[config.mk]
export PLATFORM = sky130hd
export DESIGN_NAME = id_ex_stage
export DESIGN_NICKNAME = d
export VERILOG_FILES = /design/src/rtl/id_ex_stage_pkg.sv /design/src/rtl/id_ex_stage_alu_control.sv /design/src/rtl/id_ex_stage.sv
export SDC_FILE = /design/constraint.sdc
export NUM_CORES = 1
export LEC_CHECK = 0
export BUFFER_PORTS_ARGS = -buffer_cell sky130_fd_sc_hd__buf_2
export CAP_MARGIN = 0
export CELL_PAD_IN_SITES_DETAIL_PLACEMENT = 1
export CELL_PAD_IN_SITES_GLOBAL_PLACEMENT = 1
export CORE_AREA = 2 2 128 192
export DETAILED_ROUTE_END_ITERATION = 10
export DIE_AREA = 0 0 130 194
export PLACE_DENSITY_LB_ADDON = 0.15
export SETUP_SLACK_MARGIN = 0.05
export SLEW_MARGIN = 20
export SYNTH_ARGS = -nofsm -noshare
export SYNTH_HDL_FRONTEND = slang
export SYNTH_SLANG_ARGS = --single-unit
[constraint.sdc]
create_clock -name CLK -period 4.35 [get_ports CLK]
set_clock_uncertainty 0.1 [all_clocks]
set_input_delay 0.2175 -clock CLK [delete_from_list [all_inputs] [get_ports CLK]]
set_output_delay 0.2175 -clock CLK [all_outputs]
set_load 0.01 [all_outputs]
[src/rtl/id_ex_stage_pkg.sv]
// Shared constants and types for the ID/EX pipeline stage.
// Holds ALU operation codes, main-decoder class encodings and funct3 values,
// plus the packed control record that travels from ID into EX.
package id_ex_stage_pkg;

   // ALU operation codes driven to the execute unit
   localparam logic [3:0] ALU_AND     = 4'b0000;
   localparam logic [3:0] ALU_OR      = 4'b0001;
   localparam logic [3:0] ALU_ADD     = 4'b0010;
   localparam logic [3:0] ALU_SUB     = 4'b0110;
   localparam logic [3:0] ALU_INVALID = 4'b1111;

   // Main-decoder instruction class
   typedef enum logic [1:0] {
      ALUOP_ADD   = 2'b00,
      ALUOP_SUB   = 2'b01,
      ALUOP_RTYPE = 2'b10,
      ALUOP_ITYPE = 2'b11
   } alu_op_e;

   // funct3 values the ALU decoder distinguishes
   localparam logic [2:0] F3_ADD_SUB = 3'b000;
   localparam logic [2:0] F3_AND     = 3'b111;
   localparam logic [2:0] F3_OR      = 3'b110;

   // Control fields registered between ID and EX
   typedef struct packed {
      logic       valid;
      logic [4:0] rs1;
      logic [4:0] rs2;
      logic [4:0] rd;
      logic       alu_src;
      alu_op_e    alu_op;
      logic [2:0] funct3;
      logic       funct7_5;
      logic       reg_write;
   } ex_ctrl_t;

   // Bubble: everything zero, which also decodes as ALU_OP class 00 (add)
   localparam ex_ctrl_t CTRL_BUBBLE = '0;

   // A writeback source forwards only when it writes a non-x0 register
   // whose index matches the consumer's source index.
   function automatic logic fwd_hit(input logic we, input logic [4:0] src_rd,
                                    input logic [4:0] rs);
      return we && (src_rd != 5'd0) && (src_rd == rs);
   endfunction

endpackage

[src/rtl/id_ex_stage_alu_control.sv]
// Purpose: combinational ALU operation decode from class, funct3 and funct7[5].
// Latency: zero (pure combinational).
// Backpressure: none; output follows inputs.
// Ports: alu_op (class), funct3, funct7_5 in; alu_operation (4-bit code) out.
module alu_control
   import id_ex_stage_pkg::*;
(
   input  alu_op_e    alu_op,
   input  logic [2:0] funct3,
   input  logic       funct7_5,
   output logic [3:0] alu_operation
);

   always_comb begin
      alu_operation = ALU_INVALID;
      case (alu_op)
         ALUOP_ADD: alu_operation = ALU_ADD;
         ALUOP_SUB: alu_operation = ALU_SUB;
         ALUOP_RTYPE: begin
            case (funct3)
               F3_ADD_SUB: alu_operation = funct7_5 ? ALU_SUB : ALU_ADD;
               F3_AND:     alu_operation = ALU_AND;
               F3_OR:      alu_operation = ALU_OR;
               default:    alu_operation = ALU_INVALID;
            endcase
         end
         ALUOP_ITYPE: begin
            // Immediate forms have no subtract; funct7[5] is ignored here.
            case (funct3)
               F3_ADD_SUB: alu_operation = ALU_ADD;
               F3_AND:     alu_operation = ALU_AND;
               F3_OR:      alu_operation = ALU_OR;
               default:    alu_operation = ALU_INVALID;
            endcase
         end
         default: alu_operation = ALU_INVALID;
      endcase
   end

endmodule

[src/rtl/id_ex_stage.sv]
// Purpose: ID/EX pipeline register with EX-side operand forwarding and ALU decode.
// Latency: 1 cycle ID -> EX; forwarding and decode are combinational after the register.
// Backpressure: STALL holds all state, FLUSH loads a bubble, RESET overrides both.
// Ports: ID_* decode inputs; EXMEM_*/MEMWB_* writeback sources for forwarding;
//        A/B operands, ALU_OPERATION, EX_STORE_DATA and EX_RD/EX_REG_WRITE/EX_VALID out.
module id_ex_stage
   import id_ex_stage_pkg::*;
#(
   parameter int WIDTH = 32
) (
   input  logic             CLK,
   input  logic             RESET,
   input  logic             STALL,
   input  logic             FLUSH,
   input  logic             ID_VALID,
   input  logic [WIDTH-1:0] ID_RS1_DATA,
   input  logic [WIDTH-1:0] ID_RS2_DATA,
   input  logic [WIDTH-1:0] ID_IMM,
   input  logic [4:0]       ID_RS1,
   input  logic [4:0]       ID_RS2,
   input  logic [4:0]       ID_RD,
   input  logic             ID_ALU_SRC,
   input  logic [1:0]       ID_ALU_OP,
   input  logic [2:0]       ID_FUNCT3,
   input  logic             ID_FUNCT7_5,
   input  logic             ID_REG_WRITE,
   input  logic [4:0]       EXMEM_RD,
   input  logic             EXMEM_REG_WRITE,
   input  logic [WIDTH-1:0] EXMEM_RESULT,
   input  logic [4:0]       MEMWB_RD,
   input  logic             MEMWB_REG_WRITE,
   input  logic [WIDTH-1:0] MEMWB_RESULT,
   output logic [WIDTH-1:0] A,
   output logic [WIDTH-1:0] B,
   output logic [3:0]       ALU_OPERATION,
   output logic [WIDTH-1:0] EX_STORE_DATA,
   output logic [4:0]       EX_RD,
   output logic             EX_REG_WRITE,
   output logic             EX_VALID
);

   ex_ctrl_t         ctrl_q;
   logic [WIDTH-1:0] rs1_data_q;
   logic [WIDTH-1:0] rs2_data_q;
   logic [WIDTH-1:0] imm_q;

   logic [WIDTH-1:0] rs1_fwd;
   logic [WIDTH-1:0] rs2_fwd;

   // Reset and flush produce the same bubble; stall simply skips the load.
   always_ff @(posedge CLK) begin
      if (RESET || FLUSH) begin
         ctrl_q     <= CTRL_BUBBLE;
         rs1_data_q <= '0;
         rs2_data_q <= '0;
         imm_q      <= '0;
      end else if (!STALL) begin
         ctrl_q.valid     <= ID_VALID;
         ctrl_q.rs1       <= ID_RS1;
         ctrl_q.rs2       <= ID_RS2;
         ctrl_q.rd        <= ID_RD;
         ctrl_q.alu_src   <= ID_ALU_SRC;
         ctrl_q.alu_op    <= alu_op_e'(ID_ALU_OP);
         ctrl_q.funct3    <= ID_FUNCT3;
         ctrl_q.funct7_5  <= ID_FUNCT7_5;
         ctrl_q.reg_write <= ID_REG_WRITE;
         rs1_data_q       <= ID_RS1_DATA;
         rs2_data_q       <= ID_RS2_DATA;
         imm_q            <= ID_IMM;
      end
   end

   // Forwarding compares against the registered indices: the instruction now in EX
   // is the consumer. EX/MEM is younger than MEM/WB, so it wins on a double match.
   always_comb begin
      rs1_fwd = rs1_data_q;
      if (fwd_hit(EXMEM_REG_WRITE, EXMEM_RD, ctrl_q.rs1)) begin
         rs1_fwd = EXMEM_RESULT;
      end else if (fwd_hit(MEMWB_REG_WRITE, MEMWB_RD, ctrl_q.rs1)) begin
         rs1_fwd = MEMWB_RESULT;
      end

      rs2_fwd = rs2_data_q;
      if (fwd_hit(EXMEM_REG_WRITE, EXMEM_RD, ctrl_q.rs2)) begin
         rs2_fwd = EXMEM_RESULT;
      end else if (fwd_hit(MEMWB_REG_WRITE, MEMWB_RD, ctrl_q.rs2)) begin
         rs2_fwd = MEMWB_RESULT;
      end
   end

   assign A             = rs1_fwd;
   assign B             = ctrl_q.alu_src ? imm_q : rs2_fwd;
   // Stores always need the real rs2 value, even when B carries the immediate.
   assign EX_STORE_DATA = rs2_fwd;
   assign EX_RD         = ctrl_q.rd;
   assign EX_VALID      = ctrl_q.valid;
   assign EX_REG_WRITE  = ctrl_q.reg_write & ctrl_q.valid;

   alu_control u_alu_control (
      .alu_op        (ctrl_q.alu_op),
      .funct3        (ctrl_q.funct3),
      .funct7_5      (ctrl_q.funct7_5),
      .alu_operation (ALU_OPERATION)
   );

endmodule

* After elaboration in Yosys (flattened, before gate mapping)
Index checks and enable logic that the tools add are counted.
** Word-level totals
- Logic and storage cells :: 42
- Output and inout port bits :: 107
- Register bits after elaboration :: 120
- Bits of input ports :: 200
** Operators by class
- Reductions and logical operators :: 11
- Equal/unequal tests :: 9
- Bitwise operators :: 1
- Multiplexer cells :: 9
** Operators by type and width (count)
- $mux W32 :: 5
- $pmux W4 S3 :: 2
- $eq A5 B5 Y1 :: 4
- $pmux W4 S4 :: 1
- $reduce_bool A5 Y1 :: 2
- $eq A3 B3 Y1 const B :: 2
- $logic_and A1 B1 Y1 :: 6
- $eq A2 B2 Y1 const B :: 2
- $logic_not A3 Y1 :: 1
- $mux W3 :: 1
- $eq A2 B1 Y1 const B :: 1
- $logic_not A2 Y1 :: 1
- $and A1 B1 Y1 :: 1
- $logic_or A1 B1 Y1 :: 1

* Depth between registers and ports, before layout
- Depth after elaboration :: 6
- Mapped depth :: 7
- Mapped depth without buffers :: 5

* Cells and area by module
From an unflattened synthesis, not the netlist that was laid out.
** Unflattened totals
- Cell total of the unflattened synthesis :: 912
- Area total of the unflattened synthesis :: 7427.1 um^2
** Modules (own cells, without submodules)
- id_ex_stage :: area an instance 7372.1 um^2, instances 1, cells an instance 903
- alu_control :: area an instance 55.1 um^2, instances 1, cells an instance 9

* Worst setup path after synthesis
No wires, ideal clock.
- Kind :: input to output
- Start point :: in MEMWB_RD[1]
- End point :: out B[31]
- Arrival time :: 1.802 ns
- Stages :: 6
- Slack :: 2.230 ns
- Path buffers :: 1
- Cells stage by stage :: or4_4 -> o211ai_4 -> buf_2 -> o21ai_1 -> a31oi_1 -> mux2_2
** Between the ends
- Cells in the longest elaborated chain, start to end :: 6
- Elaborated cells on any way between the ends :: 7
- Classes of those cells :: eq/ne (1); mux (3); reduce/logical (3)
** RTL lines
- start: declaration :: line id_ex_stage.sv:30 : input logic [4:0] MEMWB_RD,
- $reduce_bool A5 Y1 :: line id_ex_stage_pkg.sv:46 : return we && (src_rd != 5'd0) && (src_rd == rs);
- $logic_and A1 B1 Y1 :: line id_ex_stage_pkg.sv:46
- $logic_and A1 B1 Y1 * :: line id_ex_stage_pkg.sv:46
- $mux W32 * :: line id_ex_stage.sv:86 : end else if (fwd_hit(MEMWB_REG_WRITE, MEMWB_RD, ctrl_q.rs2)) begin
- $mux W32 * :: line id_ex_stage.sv:84 : if (fwd_hit(EXMEM_REG_WRITE, EXMEM_RD, ctrl_q.rs2)) begin
- net EX_STORE_DATA[31] :: line id_ex_stage.sv:36 : output logic [WIDTH-1:0] EX_STORE_DATA,
- $mux W32 * :: line id_ex_stage.sv:92 : assign B = ctrl_q.alu_src ? imm_q : rs2_fwd;
- end: declaration :: line id_ex_stage.sv:34 : output logic [WIDTH-1:0] B,
Mark *: on every way through the listed nets, which the timed path passes. The rest lies on a longest branch.

* Final worst setup path
- Start point :: reg ctrl_q[14] (netlist name)
- End point :: out B[10]
** Between the ends
- Cells in the longest elaborated chain, start to end :: 5
- Elaborated cells on any way between the ends :: 7
- Classes of those cells :: eq/ne (2); mux (3); reduce/logical (2)
** RTL lines
- start: declaration :: line id_ex_stage.sv:42 : ex_ctrl_t ctrl_q;
- $eq A5 B5 Y1 :: line id_ex_stage_pkg.sv:46
- $logic_and A1 B1 Y1 :: line id_ex_stage_pkg.sv:46
- $mux W32 :: line id_ex_stage.sv:86
- $mux W32 * :: line id_ex_stage.sv:84
- $mux W32 * :: line id_ex_stage.sv:92
Mark *: on every way between the ends. The rest lies on a longest branch, timed or not.

==> results.json <==
{
  "floorplan.die.width_um": 130,
  "vias": 6929,
  "drt_first_pass_iters": 4,
  "final_core_util_pct": 44.03,
  "synth-seq-cells": 120,
  "maxClockFrequency_ghz": 0.3112,
  "finalCriticalPeriod_ns": 3.213,
  "clkSinkCount": 120,
  "globalRouteOverflowTotal": 0,
  "share_seq_of_total_power_pct": 37.3,
  "yosysUniqueCellTypes": 34,
  "via_per_inst": 4.679,
  "num-nets-final": 1346,
  "totalWireLength_mm": 26.14,
  "tightest_slew_ns": 0.9628,
  "drtAntennaViolNets": 0,
  "clock_path_buffers": 2,
  "share_clk_of_total_power_pct": 44.4,
  "first_global_vias": 7619,
  "num_io_pins": 307,
  "die_ht_um": 194,
  "post_synth_inst_count": 760,
  "timing.critical_path.required_ns": 4.03,
  "synth_enable_flop_cells": 0,
  "synth_ff_type": "sky130_fd_sc_hd__dfxtp_1",
  "worst-path-max-fanout": 33,
  "classification_of_the_worst_setup_path": "reg2out",
  "synth-xor-area-share_pct": 2.531,
  "layout.filler_cells": 2849,
  "number_of_max_slew_violations_in_the_final_report": 0,
  "initial_utilization_pct": 29.36,
  "postCtsSetupRepairBufs": 0,
  "timing.slew.headroom_pct": 35.82,
  "floorplan.core_area_um2": 23570,
  "areaGrowthSynthToFinish_pct": 49.94,
  "preCtsSetupSlack_ns": 1.497,
  "grt_start_max_net_pins": 79,
  "mappedNetlistNets": 960,
  "die_area_um2": 25220,
  "fin_setup_tns_ns": 0,
  "post_synth_and_or_nand_nor_area_fraction_pct": 14.92,
  "critPathLaunchType": "flip-flop",
  "final_min_period_over_clock_period_pct": 73.86,
  "finalHoldViolCount": 0,
  "cts.reportedPaths.clkPinSlew_ns": 0.06,
  "power_leakage_nw": 4.781,
  "synth_top_family_by_area": "multiplexers",
  "post_synth_fa_ha_maj_area_fraction_pct": 0,
  "switching_share_pct": 26.77,
  "synth.cell_area_um2": 6920,
  "synthesis.yosys.warnings": 0,
  "power.switching_mw": 0.8332,
  "routabilityCongestion": 0.8565,
  "peakVddDrop_mv": 0.2573,
  "dpl.hpwl_mm": 18.16,
  "seq_area_frac_synth_pct": 34.71,
  "cell_row_count": 69,
  "power.density_nw_per_um2": 299.9,
  "synth_compound_area_share_pct": 13.92,
  "cts_tree": "yes",
  "cts_made_buffers": 17,
  "grt_setup_unrepaired": "no",
  "drive_gt1_share_pct": 35.81,
  "finalWorstSetupSlack_ns": 1.137,
  "wire_per_inst_um": 17.65,
  "post_synth.cell_area_avg_um2": 9.106,
  "timing.final.setup_violations": 0,
  "internal_power_mw": 2.279,
  "synth_mux_area_share_pct": 27.19,
  "cap_viol_max_count": 0,
  "postSynth.asyncResetShare_pct": 0,
  "insertion_delay_ns": 0.43,
  "crit_arrival_ns": 2.90,
  "detail_route.drc_violations": 0,
  "h_tree_lvls": 4,
  "run_status": "finished clean",
  "first_pass_grt_wire_length_mm": 40.65,
  "pwr-share-comb_pct": 18.2,
  "crit_path_end_kind": "output port",
  "hold-worst-slack_ns": 0.3308,
  "first_iter_violations": 147,
  "port-buffer-count": 306,
  "globalRouteTotalUtil_pct": 20.85,
  "initial_antenna_violation_count": 4,
  "cts_root_buf": "sky130_fd_sc_hd__clkbuf_16",
  "worstHoldPathType": "in2reg"
}
layout by cell type (no fill, tap or decap), types with 2 or more instances in the layout:
master / synthesis / layout
sky130_fd_sc_hd__bufinv_16: 0 / 2
sky130_fd_sc_hd__xnor2_1: 18 / 18
sky130_fd_sc_hd__nor2_1: 153 / 152
sky130_fd_sc_hd__a31oi_4: 20 / 20
sky130_fd_sc_hd__nor3_1: 32 / 32
sky130_fd_sc_hd__o21ai_1: 32 / 32
sky130_fd_sc_hd__clkbuf_1: 31 / 4
sky130_fd_sc_hd__or2_4: 0 / 2
sky130_fd_sc_hd__dfxtp_1: 120 / 119
sky130_fd_sc_hd__diode_2: 0 / 3
sky130_fd_sc_hd__a21oi_1: 33 / 33
sky130_fd_sc_hd__mux2i_1: 152 / 152
sky130_fd_sc_hd__nand4_1: 3 / 3
sky130_fd_sc_hd__inv_1: 33 / 33
sky130_fd_sc_hd__a31oi_2: 11 / 11
sky130_fd_sc_hd__o211ai_4: 2 / 2
sky130_fd_sc_hd__xor2_1: 2 / 2
sky130_fd_sc_hd__clkbuf_16: 0 / 17
sky130_fd_sc_hd__or3_1: 33 / 33
sky130_fd_sc_hd__clkinv_2: 0 / 7
sky130_fd_sc_hd__nand2_1: 2 / 2
sky130_fd_sc_hd__or4_4: 2 / 2
sky130_fd_sc_hd__buf_2: 13 / 305
sky130_fd_sc_hd__dlygate4sd3_1: 0 / 120
sky130_fd_sc_hd__buf_4: 5 / 8
sky130_fd_sc_hd__nand3_1: 2 / 2
sky130_fd_sc_hd__mux2_2: 32 / 32
layer usage:
metal / GRT usage [%] / wire [um] / vias to the layer above / part of all wire [%]
li1: - / - / 3406 / -
met1: 22.30 / 10240 / 3270 / 39
met2: 38.70 / 13950 / 220 / 53
met3: 5.160 / 1450 / 31 / 5.5
met4: 7.567 / 486 / 2 / 1.9
met5: 0 / 7 / - / 0.027
layout make-up:
type                    count  area [um2]  area share (%)
flip-flops and latches    120        2404           23.16
diodes                      3       7.507         0.07235
clock inverters            10       102.6          0.9888
well taps                 319       399.1           3.847
inverters                  33       123.9           1.194
multi-input cells         539        4066           39.19
clock buffers              22       454.2           4.377
repair buffers            435        2819           27.17
path summary, 6_finish.rpt:
kind	slack, ns	cells after the start	from	end
setup / recovery	1.14	7	ctrl_q[14]	B[10]
hold / removal	0.33	3	STALL	ctrl_q[5]
setup reg to reg	2.95	2	ctrl_q[7]	ctrl_q[7]
hold reg to reg	0.39	2	imm_q[12]	imm_q[12]
power by group through the flow:
stage	logic [mW]	registers, mW	clock network, mW
2_1_floorplan	0.278	1.17	0
3_3_place_gp	0.482	1.18	0
3_5_place_dp	0.485	1.19	0
4_1_cts	0.575	1.16	1.42
5_1_grt	0.619	1.17	1.47
6_report	0.568	1.16	1.38
what timing repair did:
item                      CTS  global route
hold buffers              120             0
gates resized for setup     0             0
hold endpoints to repair  120             0
synthesized netlist by cell type (2+ instances only):
library cell,n,area (um2)
sky130_fd_sc_hd__buf_2,13,65.06
sky130_fd_sc_hd__buf_4,5,37.54
sky130_fd_sc_hd__xor2_1,2,17.52
sky130_fd_sc_hd__xnor2_1,18,157.7
sky130_fd_sc_hd__buf_12,2,40.04
sky130_fd_sc_hd__nand2_1,2,7.510
sky130_fd_sc_hd__o211ai_4,2,42.54
sky130_fd_sc_hd__mux2i_1,152,1521
sky130_fd_sc_hd__dfxtp_1,120,2402
sky130_fd_sc_hd__mux2_2,32,360.4
sky130_fd_sc_hd__a21oi_1,33,165.2
sky130_fd_sc_hd__or4_4,2,22.52
sky130_fd_sc_hd__o21ai_1,32,160.2
sky130_fd_sc_hd__a31oi_2,11,137.6
sky130_fd_sc_hd__inv_1,33,123.9
sky130_fd_sc_hd__nor2_1,153,574.3
sky130_fd_sc_hd__nand3_1,2,10.01
sky130_fd_sc_hd__nor3_1,32,160.2
sky130_fd_sc_hd__clkbuf_1,31,116.4
sky130_fd_sc_hd__buf_1,15,56.30
sky130_fd_sc_hd__a31oi_4,20,425.4
sky130_fd_sc_hd__nand4_1,3,18.77
sky130_fd_sc_hd__or3_1,33,206.5
sky130_fd_sc_hd__or2_1,2,12.51
sequential cells by signal, summed over array words and instances (netlist names):
register,count
EX_RD,5
EX_VALID,1
imm_q,32
rs2_data_q,32
ctrl_q,18
rs1_data_q,32
logic make-up (layout without fill, tap and decap cells):
family          Yosys count  in the layout
compound gates          103            103
xor+xnor                 20             20
buf+inv                 101            500
flops                   120            120
mux                     184            184
other cells               0              3
simple gates            232            232
worst max-delay path, cell delays in order (launching register included):
cell                      delay [ns]
sky130_fd_sc_hd__dfxtp_1        0.39
sky130_fd_sc_hd__xnor2_1        0.09
sky130_fd_sc_hd__nand4_1        0.09
sky130_fd_sc_hd__buf_4          0.39
sky130_fd_sc_hd__or2_4          0.78
sky130_fd_sc_hd__a31oi_2        0.23
sky130_fd_sc_hd__mux2_2         0.32
sky130_fd_sc_hd__buf_2          0.14
through the flow:
stage               area, um2  instances  power (mW)
floorplan                6920        760       1.453
global placement         8611       1326       1.667
detailed placement       8611       1326       1.670
CTS                     10370       1478       3.156
global route            10380       1481       3.253
finish                  10380       1481       3.112
Note: power is estimated with default switching activity, not from simulation.
